`src/rtl/seg7_scan_display.sv`:
```
// Multiplexed N-digit seven-segment scanner for common-anode displays.
// Features: per-digit decimal point and blanking, leading-zero suppression,
// PWM brightness and frame-synchronous (tear-free) data update.
// Optional feature macro: SEG7_BLINK_EN adds a blink_mask input and a
// frame counter that periodically hides the masked digits.
// All outputs (seg, dp, an, frame_done) are active low except frame_done,
// and are registered one cycle behind the slot timer / digit index.
module seg7_scan_display #(
  parameter int unsigned DIGITS     = 4,
  parameter int unsigned DIV_W      = 16,
  parameter int unsigned BRIGHT_W   = 4,
  parameter int unsigned BLINK_LOG2 = 5
) (
  input  logic                  clk,
  input  logic                  arst,
  input  logic                  load,
  input  logic [4*DIGITS-1:0]   text,
  input  logic [DIGITS-1:0]     dp_in,
  input  logic [DIGITS-1:0]     blank_in,
`ifdef SEG7_BLINK_EN
  input  logic [DIGITS-1:0]     blink_mask,
`endif
  input  logic                  lz_suppress,
  input  logic [BRIGHT_W-1:0]   brightness,
  output logic [6:0]            seg,
  output logic                  dp,
  output logic [DIGITS-1:0]     an,
  output logic                  frame_done
);

  localparam int unsigned      IDX_W    = (DIGITS > 1) ? $clog2(DIGITS) : 1;
  localparam logic [IDX_W-1:0] LAST_IDX = IDX_W'(DIGITS - 1);

  // Elaboration-time guard against unsupported parameter combinations
  if ((DIGITS < 1) || (DIGITS > 8) || (BRIGHT_W > DIV_W) || (BRIGHT_W < 1) ||
      (BLINK_LOG2 < 1)) begin : g_param_check
    $error("seg7_scan_display: unsupported parameter combination");
  end

  // Scan state
  logic [DIV_W-1:0]    r_timer;
  logic [IDX_W-1:0]    r_idx;
  logic                r_frame_done;

  // Shadow (captured by load) and active (displayed) data sets
  logic [4*DIGITS-1:0] r_sh_text;
  logic [DIGITS-1:0]   r_sh_dp;
  logic [DIGITS-1:0]   r_sh_blank;
  logic [4*DIGITS-1:0] r_act_text;
  logic [DIGITS-1:0]   r_act_dp;
  logic [DIGITS-1:0]   r_act_blank;
  logic                r_pending;

  // Registered display outputs
  logic [6:0]          r_seg;
  logic                r_dp;
  logic [DIGITS-1:0]   r_an;

  // Combinational helpers
  logic                w_slot_end;
  logic                w_frame_end;
  logic [3:0]          w_nib [DIGITS];
  logic [DIGITS-1:0]   w_zero_up;
  logic [DIGITS-1:0]   w_an_sel;
  logic [3:0]          w_cur_nib;
  logic                w_suppress;
  logic [BRIGHT_W-1:0] w_top;
  logic                w_pwm_on;
  logic                w_blink_hide;
  logic                w_lit;

  assign w_slot_end  = &r_timer;
  assign w_frame_end = w_slot_end && (r_idx == LAST_IDX);

  // Active-low segment pattern for one hex nibble, seg[0] = a ... seg[6] = g
  function automatic logic [6:0] hex_to_seg(input logic [3:0] v);
    logic [6:0] on_pat;
    case (v)
      4'h0:    on_pat = 7'h3F;
      4'h1:    on_pat = 7'h06;
      4'h2:    on_pat = 7'h5B;
      4'h3:    on_pat = 7'h4F;
      4'h4:    on_pat = 7'h66;
      4'h5:    on_pat = 7'h6D;
      4'h6:    on_pat = 7'h7D;
      4'h7:    on_pat = 7'h07;
      4'h8:    on_pat = 7'h7F;
      4'h9:    on_pat = 7'h6F;
      4'hA:    on_pat = 7'h77;
      4'hB:    on_pat = 7'h7C;
      4'hC:    on_pat = 7'h39;
      4'hD:    on_pat = 7'h5E;
      4'hE:    on_pat = 7'h79;
      default: on_pat = 7'h71;
    endcase
    return ~on_pat;
  endfunction

  // Free-running slot timer; digit index advances when the timer wraps
  always_ff @(posedge clk or posedge arst) begin
    if (arst) begin
      r_timer <= '0;
      r_idx   <= '0;
    end else begin
      r_timer <= r_timer + DIV_W'(1);
      if (w_slot_end) begin
        r_idx <= (r_idx == LAST_IDX) ? '0 : r_idx + IDX_W'(1);
      end
    end
  end

  // Frame pulse coincides with the index returning to digit 0
  always_ff @(posedge clk or posedge arst) begin
    if (arst) begin
      r_frame_done <= 1'b0;
    end else begin
      r_frame_done <= w_frame_end;
    end
  end

  // Load into shadow; promote shadow to active only at a frame boundary.
  // A load landing exactly on the boundary bypasses the shadow stage.
  always_ff @(posedge clk or posedge arst) begin
    if (arst) begin
      r_sh_text   <= '0;
      r_sh_dp     <= '0;
      r_sh_blank  <= '0;
      r_act_text  <= '0;
      r_act_dp    <= '0;
      r_act_blank <= '0;
      r_pending   <= 1'b0;
    end else if (load && w_frame_end) begin
      r_sh_text   <= text;
      r_sh_dp     <= dp_in;
      r_sh_blank  <= blank_in;
      r_act_text  <= text;
      r_act_dp    <= dp_in;
      r_act_blank <= blank_in;
      r_pending   <= 1'b0;
    end else if (load) begin
      r_sh_text   <= text;
      r_sh_dp     <= dp_in;
      r_sh_blank  <= blank_in;
      r_pending   <= 1'b1;
    end else if (w_frame_end && r_pending) begin
      r_act_text  <= r_sh_text;
      r_act_dp    <= r_sh_dp;
      r_act_blank <= r_sh_blank;
      r_pending   <= 1'b0;
    end
  end

`ifdef SEG7_BLINK_EN
  logic [DIGITS-1:0]     r_sh_blink;
  logic [DIGITS-1:0]     r_act_blink;
  logic                  r_blink_pending;
  logic [BLINK_LOG2-1:0] r_frame_cnt;
  logic                  r_blink_off;

  // Blink mask follows the same shadow/active handshake as the other data
  always_ff @(posedge clk or posedge arst) begin
    if (arst) begin
      r_sh_blink      <= '0;
      r_act_blink     <= '0;
      r_blink_pending <= 1'b0;
    end else if (load && w_frame_end) begin
      r_sh_blink      <= blink_mask;
      r_act_blink     <= blink_mask;
      r_blink_pending <= 1'b0;
    end else if (load) begin
      r_sh_blink      <= blink_mask;
      r_blink_pending <= 1'b1;
    end else if (w_frame_end && r_blink_pending) begin
      r_act_blink     <= r_sh_blink;
      r_blink_pending <= 1'b0;
    end
  end

  // Frame counter; phase flips each time the counter wraps
  always_ff @(posedge clk or posedge arst) begin
    if (arst) begin
      r_frame_cnt <= '0;
      r_blink_off <= 1'b0;
    end else if (w_frame_end) begin
      r_frame_cnt <= r_frame_cnt + BLINK_LOG2'(1);
      if (&r_frame_cnt) begin
        r_blink_off <= ~r_blink_off;
      end
    end
  end

  assign w_blink_hide = r_blink_off && r_act_blink[r_idx];
`else
  assign w_blink_hide = 1'b0;
`endif

  // Split active text into nibbles; w_zero_up[i] = nibble i and all above are 0
  always_comb begin
    for (int unsigned i = 0; i < DIGITS; i++) begin
      w_nib[i] = r_act_text[4*i +: 4];
    end
    w_zero_up             = '0;
    w_zero_up[DIGITS-1]   = (w_nib[DIGITS-1] == 4'h0);
    for (int unsigned k = 1; k < DIGITS; k++) begin
      w_zero_up[DIGITS-1-k] = (w_nib[DIGITS-1-k] == 4'h0) && w_zero_up[DIGITS-k];
    end
  end

  // One-hot select of the digit currently being scanned
  always_comb begin
    w_an_sel = '0;
    for (int unsigned i = 0; i < DIGITS; i++) begin
      w_an_sel[i] = (r_idx == IDX_W'(i));
    end
  end

  assign w_cur_nib  = w_nib[r_idx];
  assign w_suppress = lz_suppress && (r_idx != '0) && w_zero_up[r_idx];
  assign w_top      = r_timer[DIV_W-1 -: BRIGHT_W];
  assign w_pwm_on   = (&brightness) || (w_top < brightness);
  // Timer==0 is the anode-changeover cycle and is always dark
  assign w_lit      = w_pwm_on && (r_timer != '0) && !r_act_blank[r_idx] &&
                      !w_blink_hide;

  // Register the display drive so no input reaches the pins combinationally
  always_ff @(posedge clk or posedge arst) begin
    if (arst) begin
      r_an  <= '1;
      r_seg <= '1;
      r_dp  <= 1'b1;
    end else if (w_lit) begin
      r_an  <= ~w_an_sel;
      r_seg <= w_suppress ? 7'h7F : hex_to_seg(w_cur_nib);
      r_dp  <= ~r_act_dp[r_idx];
    end else begin
      r_an  <= '1;
      r_seg <= '1;
      r_dp  <= 1'b1;
    end
  end

  assign seg        = r_seg;
  assign dp         = r_dp;
  assign an         = r_an;
  assign frame_done = r_frame_done;

endmodule

```
`config.mk`:
```
export PLATFORM = sky130hd
export DESIGN_NAME = seg7_scan_display
export DESIGN_NICKNAME = d
export VERILOG_FILES = /design/src/rtl/seg7_scan_display.sv
export SDC_FILE = /design/constraint.sdc
export NUM_CORES = 1
export LEC_CHECK = 0
export BUFFER_PORTS_ARGS = -buffer_cell sky130_fd_sc_hd__buf_2
export CAP_MARGIN = 10
export CORE_MARGIN = 8
export CORE_UTILIZATION = 54
export CTS_CLUSTER_DIAMETER = 60
export CTS_CLUSTER_SIZE = 20
export DETAILED_ROUTE_END_ITERATION = 10
export MAX_ROUTING_LAYER = met4
export PLACE_DENSITY = 0.77
export SYNTH_ARGS = -nofsm -noshare
export SYNTH_HDL_FRONTEND = slang
export SYNTH_SLANG_ARGS = --single-unit
```
`constraint.sdc`:
```
create_clock -name clk -period 3.3 [get_ports clk]
set_input_delay 0.495 -clock clk [delete_from_list [all_inputs] [get_ports clk]]
set_output_delay 0.495 -clock clk [all_outputs]
set_load 0.01 [all_outputs]
```
==> reports/metrics.cfg <==
[outcome]
outcome=complete, no violations

[grt]
grt_max_degree=81
antenna_found_initial=0
grt_pass1_vias=2767
grt_pass1_wl_mm=13.1
grtUsageTotal_pct=16.4
grt_remaining_overflow=0

[sta]
setup_violations=0
skew_ns=0.0111
worst_slew_margin_rel_pct=35.5
fin_hold_ws_ns=0.351
tightest_slew_ns=0.967
finalHoldViolations=0
period_minus_slack_ns=2.27
drv_slew=0
tns_ns=0
rsz0062_at_grt=no
layout_setup_ws_ns=1.03
max_freq_ghz=0.441
fin_crit_sh_pct=68.8

[final_layout]
finalInstanceArea_um2=4510
nets=427
flow.area_growth_from_synthesis_pct=11.4
drive_gt1_share_pct=33.0
fill_cells=587
diodes=0

[synth]
synth.most_common_cell=dfrtp_1
synth_area_leaders=dfrtp_1 42%, mux2_2 8.3%, dfstp_2 7.8%
ys_seq_area_share_pct=49.8
post_synth.cell_area_avg_um2=11.9
ys_warn_count=0
async_reset_ff_share_pct=100
synth_edf_count=0
synth_top_cell_area_share_pct=42.0
yosys.area.top_type=dfrtp_1
yosys-top-cells-count=68 x dfrtp_1, 30 x mux2_2, 21 x inv_1
syn_nets=387
ys_seq_elements=80
synth_area_um2=4050
yosys_most_used_dff=dfrtp_1
ys_types=51
synth_cells=340

[routing]
vias=2791
postRouteWirelength_mm=7.97
drc_errors=0
wl_per_cell_um=16.5
drtPass1Iterations=4
vias_per_cell=5.77
antenna_left=0
dr.first_iter.drc_count=127

[die]
start_util_pct=55.9
rows=31
io_pins=45
dieArea_um2=10500
die_w_um=103
coreArea_um2=7250
die_h_um=103

[clock_network]
htree_levels=3
cts.path.max_buffers=2
path_clk_slew_ns=0.09
postCtsSetupRepairBufs=0
cts.sink_count=80
cts_root_buf=clkbuf_8
clk-insertion-delay-late_ns=0.36
cts_tree=done
post_cts_resized=0
cts_hold_repair.buffers=0
numCtsBuffers=9

[worst_hold_path]
hold-path-cell-count=3
hold_class=in -> reg

[place]
port_buffers=44
post_dp_cell_area_um2=4300
hpwlAfterDp_mm=5.61
post-place-ws_ns=1.07
gp_congestion=0.875

[power_and_ir_drop]
netSwitchingFraction_pct=25.0
p_seq_share_pct=53.6
peakVddDrop_uv=225
internal-power_uw=1460
p_clk_share_pct=39.2
power_density_nw_per_um2=430
leakage_uw=0.00201
switchingPower_uw=486
p_comb_share_pct=7.2

[critical_path]
ff2ff_path_depth=4
crit_fanout=24
cp-end-kind=register
startpoint_type=register
cp.arrival_ns=2.52
timing_worst_setup_path_type=reg -> reg
cp_data_required_time_ns=3.55

[run]
cap_violations=0

[per-stage QoR]
step	power, uW	util [%]	cells
6_report	1940	62.2	484
5_1_grt	2010	62.2	484
4_1_cts	1960	62.2	484
3_5_place_dp	1200	59.3	468
3_3_place_gp	1200	59.3	468
2_1_floorplan	1150	-	340
[power by group through the flow]
stage	Sequential, uW	Clock (uW)	Combinational [uW]
after floorplan	1060	0	90.8
after global placement	1060	0	138
after detailed placement	1060	0	142
after CTS	1040	773	143
after global routing	1040	808	158
final	1040	761	140
[per-layer routing]
| layer | part of all wire [%] | GRT usage [%] |
|---|---|---|
| met1 | 45 | 20.0 |
| met3 | 4.6 | 3.71 |
| met2 | 49 | 25.4 |
| met5 | 0 | - |
| met4 | 2.0 | 7.67 |
[kinds of logic after synthesis]
group	share of synthesized area (%)
mux	13.4
simple gates	15.2
fa+ha+maj	4.63
flops	49.8
compound gates	9.07
xor+xnor	3.02
buf+inv	5.00
[worst paths after layout]
path                                    from             end  slack [ns]
worst max register to register      r_idx[1]  r_act_text[13]        1.03
worst max-delay path                r_idx[1]  r_act_text[13]        1.03
worst min-delay path                text[13]   r_sh_text[13]        0.35
min in group asynchronous               arst      r_timer[6]        0.43
max in group asynchronous               arst    r_sh_text[7]        2.25
worst min register to register  r_sh_text[6]    r_sh_text[6]        0.50
[final cells by class]
| cell class | count | area (um^2) | area share (%) |
|---|---|---|---|
| Sequential cell | 80 | 2020 | 44.7 |
| Multi-Input combinational cell | 220 | 1830 | 40.6 |
| Timing Repair Buffer | 48 | 250 | 5.54 |
| Clock buffer | 9 | 124 | 2.74 |
| Tap cell | 99 | 124 | 2.74 |
| Clock inverter | 7 | 86.3 | 1.91 |
| Inverter | 21 | 78.8 | 1.75 |
[layout by cell type (no fill, tap or decap), types with 3 or more instances in the layout]
master / Yosys / final
dfrtp_1: 68 / 68
buf_2: 4 / 44
mux2_2: 30 / 30
inv_1: 21 / 20
nor2_1: 17 / 17
nand2_1: 16 / 16
nand3_1: 16 / 16
o21ai_0: 15 / 15
ha_1: 15 / 15
nand4_1: 12 / 12
dfstp_2: 12 / 12
xnor2_1: 10 / 10
a41oi_1: 10 / 10
clkbuf_8: 1 / 9
nand4b_1: 7 / 7
o221a_2: 7 / 7
nor4_1: 6 / 6
mux4_1: 5 / 5
mux2i_1: 5 / 5
and4_1: 4 / 4
xor2_1: 4 / 4
nor3b_1: 4 / 4
buf_4: 2 / 4
and2_1: 3 / 3
nor2b_1: 3 / 3
nor3_1: 3 / 3
a32oi_1: 3 / 3
[flip-flops by register name, indices dropped and copies added, names as in the netlist]
register / flops
r_sh_dp: 4
r_act_blank: 4
seg: 7
r_pending: 1
r_idx: 2
r_sh_blank: 4
dp: 1
r_timer: 16
an: 4
frame_done: 1
r_act_text: 16
r_sh_text: 16
r_act_dp: 4
[worst max-delay path, cell delays in order, from the launching register on]
cell	delay, ns
dfrtp_1	0.60
ha_1	0.30
and4_1	0.75
a41oi_1	0.21
o221a_2	0.28
No activity file was read; power rests on OpenSTA's default activity.
